File: src/rtl/cpu_pkg.sv
// Shared CPU definitions: M-extension encodings and divider FSM states.
// Latency: n/a (declarations only).
// Backpressure: n/a.
package cpu_pkg;

    localparam logic [6:0] OPCODE_OP     = 7'b0110011;
    localparam logic [6:0] FUNCT7_MULDIV = 7'b0000001;

    localparam logic [2:0] DIV_F3  = 3'b100;
    localparam logic [2:0] DIVU_F3 = 3'b101;
    localparam logic [2:0] REM_F3  = 3'b110;
    localparam logic [2:0] REMU_F3 = 3'b111;

    typedef enum logic [1:0] {
        DIV_IDLE = 2'd0,
        DIV_CALC = 2'd1,
        DIV_DONE = 2'd2
    } div_state_e;

endpackage

File: src/rtl/div_iter_step.sv
// One radix-2 restoring step: shift {rem, quo} left, trial-subtract the divisor.
// Latency: combinational.
// Backpressure: none; the caller decides when to register the result.
module div_iter_step #(
    parameter int XLEN = 32
) (
    input  logic [XLEN:0]   rem_i,
    input  logic [XLEN-1:0] quo_i,
    input  logic [XLEN-1:0] divisor_i,
    output logic [XLEN:0]   rem_o,
    output logic [XLEN-1:0] quo_o
);

    logic [XLEN+1:0] shifted;
    logic [XLEN:0]   diff;
    logic            fits;

    // Shift in the next dividend bit, keep the difference when the divisor fits.
    always_comb begin
        shifted = {rem_i, quo_i[XLEN-1]};
        fits    = (shifted >= {2'b00, divisor_i});
        diff    = shifted[XLEN:0] - {1'b0, divisor_i};
        if (fits) begin
            rem_o = diff;
            quo_o = {quo_i[XLEN-2:0], 1'b1};
        end else begin
            rem_o = shifted[XLEN:0];
            quo_o = {quo_i[XLEN-2:0], 1'b0};
        end
    end

endmodule

File: src/rtl/ex_divider.sv
// EX-stage iterative DIV/DIVU/REM/REMU unit, one quotient bit per cycle.
// Latency: 34 cycles start-to-result, 2 cycles for divide-by-zero / overflow.
// Backpressure: DivStalled holds F/D/E until the single-cycle div_valid.
module ex_divider
    import cpu_pkg::*;
#(
    parameter int XLEN = 32
) (
    input  logic            clk,
    input  logic            rst,
    input  logic            start_E,
    input  logic [2:0]      funct3_E,
    input  logic [XLEN-1:0] src_a_E,
    input  logic [XLEN-1:0] src_b_E,
    input  logic            kill,
    output logic            DivStalled,
    output logic [XLEN-1:0] div_result,
    output logic            div_valid
);

    localparam int CW = $clog2(XLEN);
    localparam logic [XLEN-1:0] MIN_NEG = {1'b1, {(XLEN-1){1'b0}}};

    div_state_e      state_q, state_d;
    logic [CW-1:0]   count_q, count_d;
    logic [XLEN:0]   rem_q, rem_d;
    logic [XLEN-1:0] quo_q, quo_d;
    logic [XLEN-1:0] dvs_q, dvs_d;
    logic            neg_quo_q, neg_quo_d;
    logic            neg_rem_q, neg_rem_d;
    logic            is_rem_q, is_rem_d;
    logic [XLEN-1:0] result_q, result_d;

    logic [XLEN:0]   step_rem;
    logic [XLEN-1:0] step_quo;

    logic            op_signed, op_rem, a_neg, b_neg, div_zero, overflow;
    logic [XLEN-1:0] mag_a, mag_b, fin_quo, fin_rem;

    div_iter_step #(.XLEN(XLEN)) u_step (
        .rem_i     (rem_q),
        .quo_i     (quo_q),
        .divisor_i (dvs_q),
        .rem_o     (step_rem),
        .quo_o     (step_quo)
    );

    // Operand decode: signs, magnitudes and the two early-out cases.
    always_comb begin
        op_signed = (funct3_E == DIV_F3) || (funct3_E == REM_F3);
        op_rem    = (funct3_E == REM_F3) || (funct3_E == REMU_F3);
        a_neg     = op_signed & src_a_E[XLEN-1];
        b_neg     = op_signed & src_b_E[XLEN-1];
        mag_a     = a_neg ? (~src_a_E + 1'b1) : src_a_E;
        mag_b     = b_neg ? (~src_b_E + 1'b1) : src_b_E;
        div_zero  = (src_b_E == '0);
        overflow  = op_signed && (src_a_E == MIN_NEG) && (src_b_E == '1);
        fin_quo   = neg_quo_q ? (~step_quo + 1'b1) : step_quo;
        fin_rem   = neg_rem_q ? (~step_rem[XLEN-1:0] + 1'b1) : step_rem[XLEN-1:0];
    end

    // Next-state, datapath update and result registration.
    always_comb begin
        state_d   = state_q;
        count_d   = count_q;
        rem_d     = rem_q;
        quo_d     = quo_q;
        dvs_d     = dvs_q;
        neg_quo_d = neg_quo_q;
        neg_rem_d = neg_rem_q;
        is_rem_d  = is_rem_q;
        result_d  = result_q;
        unique case (state_q)
            DIV_IDLE: begin
                if (start_E && !kill) begin
                    neg_quo_d = a_neg ^ b_neg;
                    neg_rem_d = a_neg;
                    is_rem_d  = op_rem;
                    rem_d     = '0;
                    quo_d     = mag_a;
                    dvs_d     = mag_b;
                    count_d   = CW'(XLEN - 1);
                    if (div_zero) begin
                        result_d = op_rem ? src_a_E : '1;
                        state_d  = DIV_DONE;
                    end else if (overflow) begin
                        result_d = op_rem ? '0 : MIN_NEG;
                        state_d  = DIV_DONE;
                    end else begin
                        state_d  = DIV_CALC;
                    end
                end
            end
            DIV_CALC: begin
                if (kill) begin
                    state_d = DIV_IDLE;
                end else begin
                    rem_d = step_rem;
                    quo_d = step_quo;
                    if (count_q == '0) begin
                        result_d = is_rem_q ? fin_rem : fin_quo;
                        state_d  = DIV_DONE;
                    end else begin
                        count_d = count_q - 1'b1;
                    end
                end
            end
            DIV_DONE: begin
                // E advances at this edge, so a start seen now belongs to the old instruction.
                state_d = DIV_IDLE;
            end
            default: state_d = DIV_IDLE;
        endcase
    end

    // State and datapath registers, all cleared by reset.
    always_ff @(posedge clk or posedge rst) begin
        if (rst) begin
            state_q   <= DIV_IDLE;
            count_q   <= '0;
            rem_q     <= '0;
            quo_q     <= '0;
            dvs_q     <= '0;
            neg_quo_q <= 1'b0;
            neg_rem_q <= 1'b0;
            is_rem_q  <= 1'b0;
            result_q  <= '0;
        end else begin
            state_q   <= state_d;
            count_q   <= count_d;
            rem_q     <= rem_d;
            quo_q     <= quo_d;
            dvs_q     <= dvs_d;
            neg_quo_q <= neg_quo_d;
            neg_rem_q <= neg_rem_d;
            is_rem_q  <= is_rem_d;
            result_q  <= result_d;
        end
    end

    // Stall is combinational from IDLE so the start cycle already holds the pipe.
    always_comb begin
        DivStalled = (((state_q == DIV_IDLE) && start_E) || (state_q == DIV_CALC)) && !kill;
        div_valid  = (state_q == DIV_DONE) && !kill;
        div_result = result_q;
    end

endmodule

File: config.mk
export PLATFORM = sky130hd
export DESIGN_NAME = ex_divider
export DESIGN_NICKNAME = d
export VERILOG_FILES = /design/src/rtl/cpu_pkg.sv /design/src/rtl/div_iter_step.sv /design/src/rtl/ex_divider.sv
export SDC_FILE = /design/constraint.sdc
export NUM_CORES = 1
export LEC_CHECK = 0
export CAP_MARGIN = 20
export CORE_MARGIN = 2
export CORE_UTILIZATION = 59
export DETAILED_ROUTE_END_ITERATION = 7
export DONT_BUFFER_PORTS = 1
export HOLD_SLACK_MARGIN = 0.1
export MAX_ROUTING_LAYER = met4
export PLACE_DENSITY = 0.78
export RECOVER_POWER = 100
export SKIP_CTS_REPAIR_TIMING = 1
export SYNTH_ARGS = -nofsm -noshare
export SYNTH_HDL_FRONTEND = slang
export SYNTH_SLANG_ARGS = --single-unit
File: constraint.sdc
create_clock -name clk -period 6.2 [get_ports clk]
set_input_delay 1.24 -clock clk [delete_from_list [all_inputs] [get_ports clk]]
set_output_delay 1.24 -clock clk [all_outputs]
set_load 0.02 [all_outputs]
==> results.sh <==
export IMPL_cp_common_cell="or3_1"
export IMPL_seq_area_frac_synth=0.287
export IMPL_cellLeakagePower_uw=0.00506
export IMPL_crit_path_end_kind="register"
export IMPL_yosysTopAreaCell="dfrtp_1"
export IMPL_seq_power_share=0.233
export IMPL_p_per_area_nw_per_um2=545
export IMPL_cp_slowest_cell="or3b_2"
export IMPL_layout_commonest_cell="nand2_1"
export IMPL_grt_max_degree=97
export IMPL_coreArea_sq_um=20200
export IMPL_synth_area_sq_um=12100
export IMPL_die_h_um=147
export IMPL_cts_buffers=17
export IMPL_antenna_cells=0
export IMPL_ff2ff_path_depth=22
export IMPL_avgRoutedWirePerCell_um=20.7
export IMPL_tightest_slew_ns=3.81
export IMPL_avgViaCountPerCell=6.64
export IMPL_maxSlewViolCount=250
export IMPL_min_from="dvs_q[27]"
export IMPL_status="finished with violations"
export IMPL_crit_arrival_ns=6.14
export IMPL_critPathTopFamily="simple AND/OR/NAND/NOR gates"
export IMPL_critical_path_max_stage_delay_ns=0.51
export IMPL_clk_latency_ns=0.44
export IMPL_stdcell_area_sq_um=12800
export IMPL_synth_ff_type="dfrtp_1"
export IMPL_cp_num_buf_inv=3
export IMPL_clk_pin_slew_ns=0.06
export IMPL_rr_startpoint="quo_q[31]"
export IMPL_placed_area_sq_um=12200
export IMPL_fin_skew_ns=0.0107
export IMPL_final_antenna_net_count=0
export IMPL_num_nets_final=1625
export IMPL_clockPowerShare=0.150
export IMPL_crit_fanout=19
export IMPL_final_cell_mix="nand2_1, o21ai_0, dfrtp_1"
export IMPL_net_switching_power_uw=3630
export IMPL_die_w_um=147
export IMPL_ys_warn_count=0
export IMPL_violations="max-capacitance violations, max-slew violations"
export IMPL_synthArstFlopShare=1.00
export IMPL_swShare=0.522
export IMPL_setup_violations=0
export IMPL_rows=52
export IMPL_grt_overflow=0
export IMPL_ys_types=94
export IMPL_synth_edff_count=0
export IMPL_p_int_uw=3320
export IMPL_fmax_mhz=172
export IMPL_hp_class="reg2reg"
export IMPL_wirelength_um=37300
export IMPL_cp_startpoint="quo_q[31]"
export IMPL_final_hold_violation_count=0
export IMPL_yosys_top_cells_area="dfrtp_1, o21ai_0, nand2_1, xor2_1, xnor2_1"
export IMPL_path_cells="inv_1 > ha_1 > inv_1 > fa_1 > a21oi_2 > o221ai_2 > and3_4 > o211ai_2 > nand2b_4 > buf_4 > mux2i_1 > ha_1 > nand2_1 > or3_1 > or3_1 > or3b_2 > o41ai_2 > a21oi_2 > or3_1 > o41ai_4 > xnor2_1 > a221o_1"
export IMPL_crit_cells=22
export IMPL_layout_setup_ws_ns=0.372
export IMPL_vias=11900
export IMPL_slew_headroom=-1.54
export IMPL_synthToLayoutAreaGrowth_pct=5.38
export IMPL_io_buffers=0
export IMPL_drive_above_1_share=0.0616
export IMPL_die_area_sq_um=21700
export IMPL_drtPass1Iterations=7
export IMPL_root_buffer="clkbuf_16"
export IMPL_yosys_area_top_type_share=0.287
export IMPL_drc=0
export IMPL_start_kind="register"
export IMPL_p_comb_frac=0.617
export IMPL_syn_avg_cell_area_sq_um=7.71
export IMPL_hpwl_um=27600
export IMPL_pin_count=105
export IMPL_grt_pass1_vias=10900
export IMPL_grt_util_all_layers=0.354
export IMPL_grt_pass1_wl_um=59600
export IMPL_cap_viol_max_count=3
export IMPL_rsz0062_at_grt="no"
export IMPL_antenna_found_initial=0
export IMPL_htree_levels=4
export IMPL_hold_depth=2
export IMPL_final_core_util=0.633
export IMPL_drtIter0Drc=1120
export IMPL_period_needed_ns=5.83
export IMPL_finalPower_uw=6960
export IMPL_dpl_worst_slack_ns=0.396
export IMPL_synth_seq_cells=139
export IMPL_syn_inst=1571
export IMPL_synthesis_nets=1682
export IMPL_routabilityCongestion=0.976
export IMPL_max_vdd_ir_drop_mv=0.336
export IMPL_cts_buffer_depth=2
export IMPL_crit_type="reg2reg"
export IMPL_period_share=0.940
export IMPL_tns_ns=0
export IMPL_crit_required_ns=6.51
export IMPL_cts_tree="built"
export IMPL_initial_core_util=0.601
export IMPL_cts_sinks=139
## area by class of cell
cell class / count / area (sq um)
clock buffers: 18 / 439
clock inverters: 14 / 148
fillers: 1832 / 7400
inverters: 61 / 229
multi-input cells: 1277 / 8030
flip-flops and latches: 139 / 3480
well taps: 270 / 338
repair buffers: 18 / 110
## registers in the layout, indices dropped and copies added (netlist names)
signal and count:
quo_q 32, neg_quo_q 1, dvs_q 32, state_q 2
div_result 32, is_rem_q 1, neg_rem_q 1, count_q 5
rem_q 33
## power by group through the flow
| stage | combinational, uW | sequential (uW) | clock, uW |
|---|---|---|---|
| after floorplan | 3250 | 1500 | 0 |
| after global placement | 4150 | 1610 | 0 |
| after detailed placement | 4170 | 1620 | 0 |
| after CTS | 4200 | 1610 | 1050 |
| after global routing | 4670 | 1650 | 1090 |
| final | 4290 | 1620 | 1040 |
## metrics by stage
step / std cells / hold WS (ns)
4_1_cts: 1797 / 0.485
6_report: 1797 / 0.481
2_1_floorplan: 1571 / 0.450
5_1_grt: 1797 / 0.505
3_5_place_dp: 1765 / 0.471
3_3_place_gp: 1765 / 0.464
## kinds of logic (layout without fill, tap and decap cells)
| logic type | after synthesis | in the layout | share of synthesized area |
|---|---|---|---|
| simple gates | 550 | 550 | 0.218 |
| buf+inv | 155 | 111 | 0.0520 |
| flops | 139 | 139 | 0.287 |
| compound gates | 518 | 518 | 0.274 |
| mux | 36 | 36 | 0.0303 |
| xor+xnor | 133 | 133 | 0.0977 |
| fa+ha+maj | 40 | 40 | 0.0419 |
## worst paths after layout
kind | slack [ns] | endpoint
min in group asynchronous | 2.12 | count_q[2]
max in group asynchronous | 1.36 | rem_q[17]
worst min register to register | 0.48 | dvs_q[27]
worst max-delay path | 0.37 | div_result[30]
worst max register to register | 0.37 | div_result[30]
worst min-delay path | 0.48 | dvs_q[27]
## worst reg2reg max path, cell delays in order (launching register included)
cell and delay (ns):
dfrtp_1 0.43, inv_1 0.08, ha_1 0.17, inv_1 0.06
fa_1 0.44, a21oi_2 0.26, o221ai_2 0.15, and3_4 0.22
o211ai_2 0.23, nand2b_4 0.10, buf_4 0.22, mux2i_1 0.27
ha_1 0.26, nand2_1 0.09, or3_1 0.34, or3_1 0.38
or3b_2 0.51, o41ai_2 0.27, a21oi_2 0.08, or3_1 0.47
o41ai_4 0.24, xnor2_1 0.12, a221o_1 0.34
## routing by layer
metal,share of wire,GRT usage
met1,0.43,0.487
met2,0.46,0.547
met3,0.079,0.0478
met4,0.029,0.105
met5,0,-
## cells in the mapped netlist (12+ instances only)
cell,instances
or3_1,22
ha_1,39
nand2b_1,12
o31ai_1,28
o41ai_1,17
o21ai_0,193
buf_2,21
or4_1,19
clkbuf_1,61
nand4_1,16
o211ai_1,22
mux2i_1,31
nand2_1,225
inv_1,58
nor2_1,111
o21a_1,12
a21oi_1,104
xor2_1,72
a31oi_1,26
nand3_1,27
nor4_1,18
nor3_1,39
dfrtp_1,139
xnor2_1,60
No activity file was read; power rests on OpenSTA's default activity.
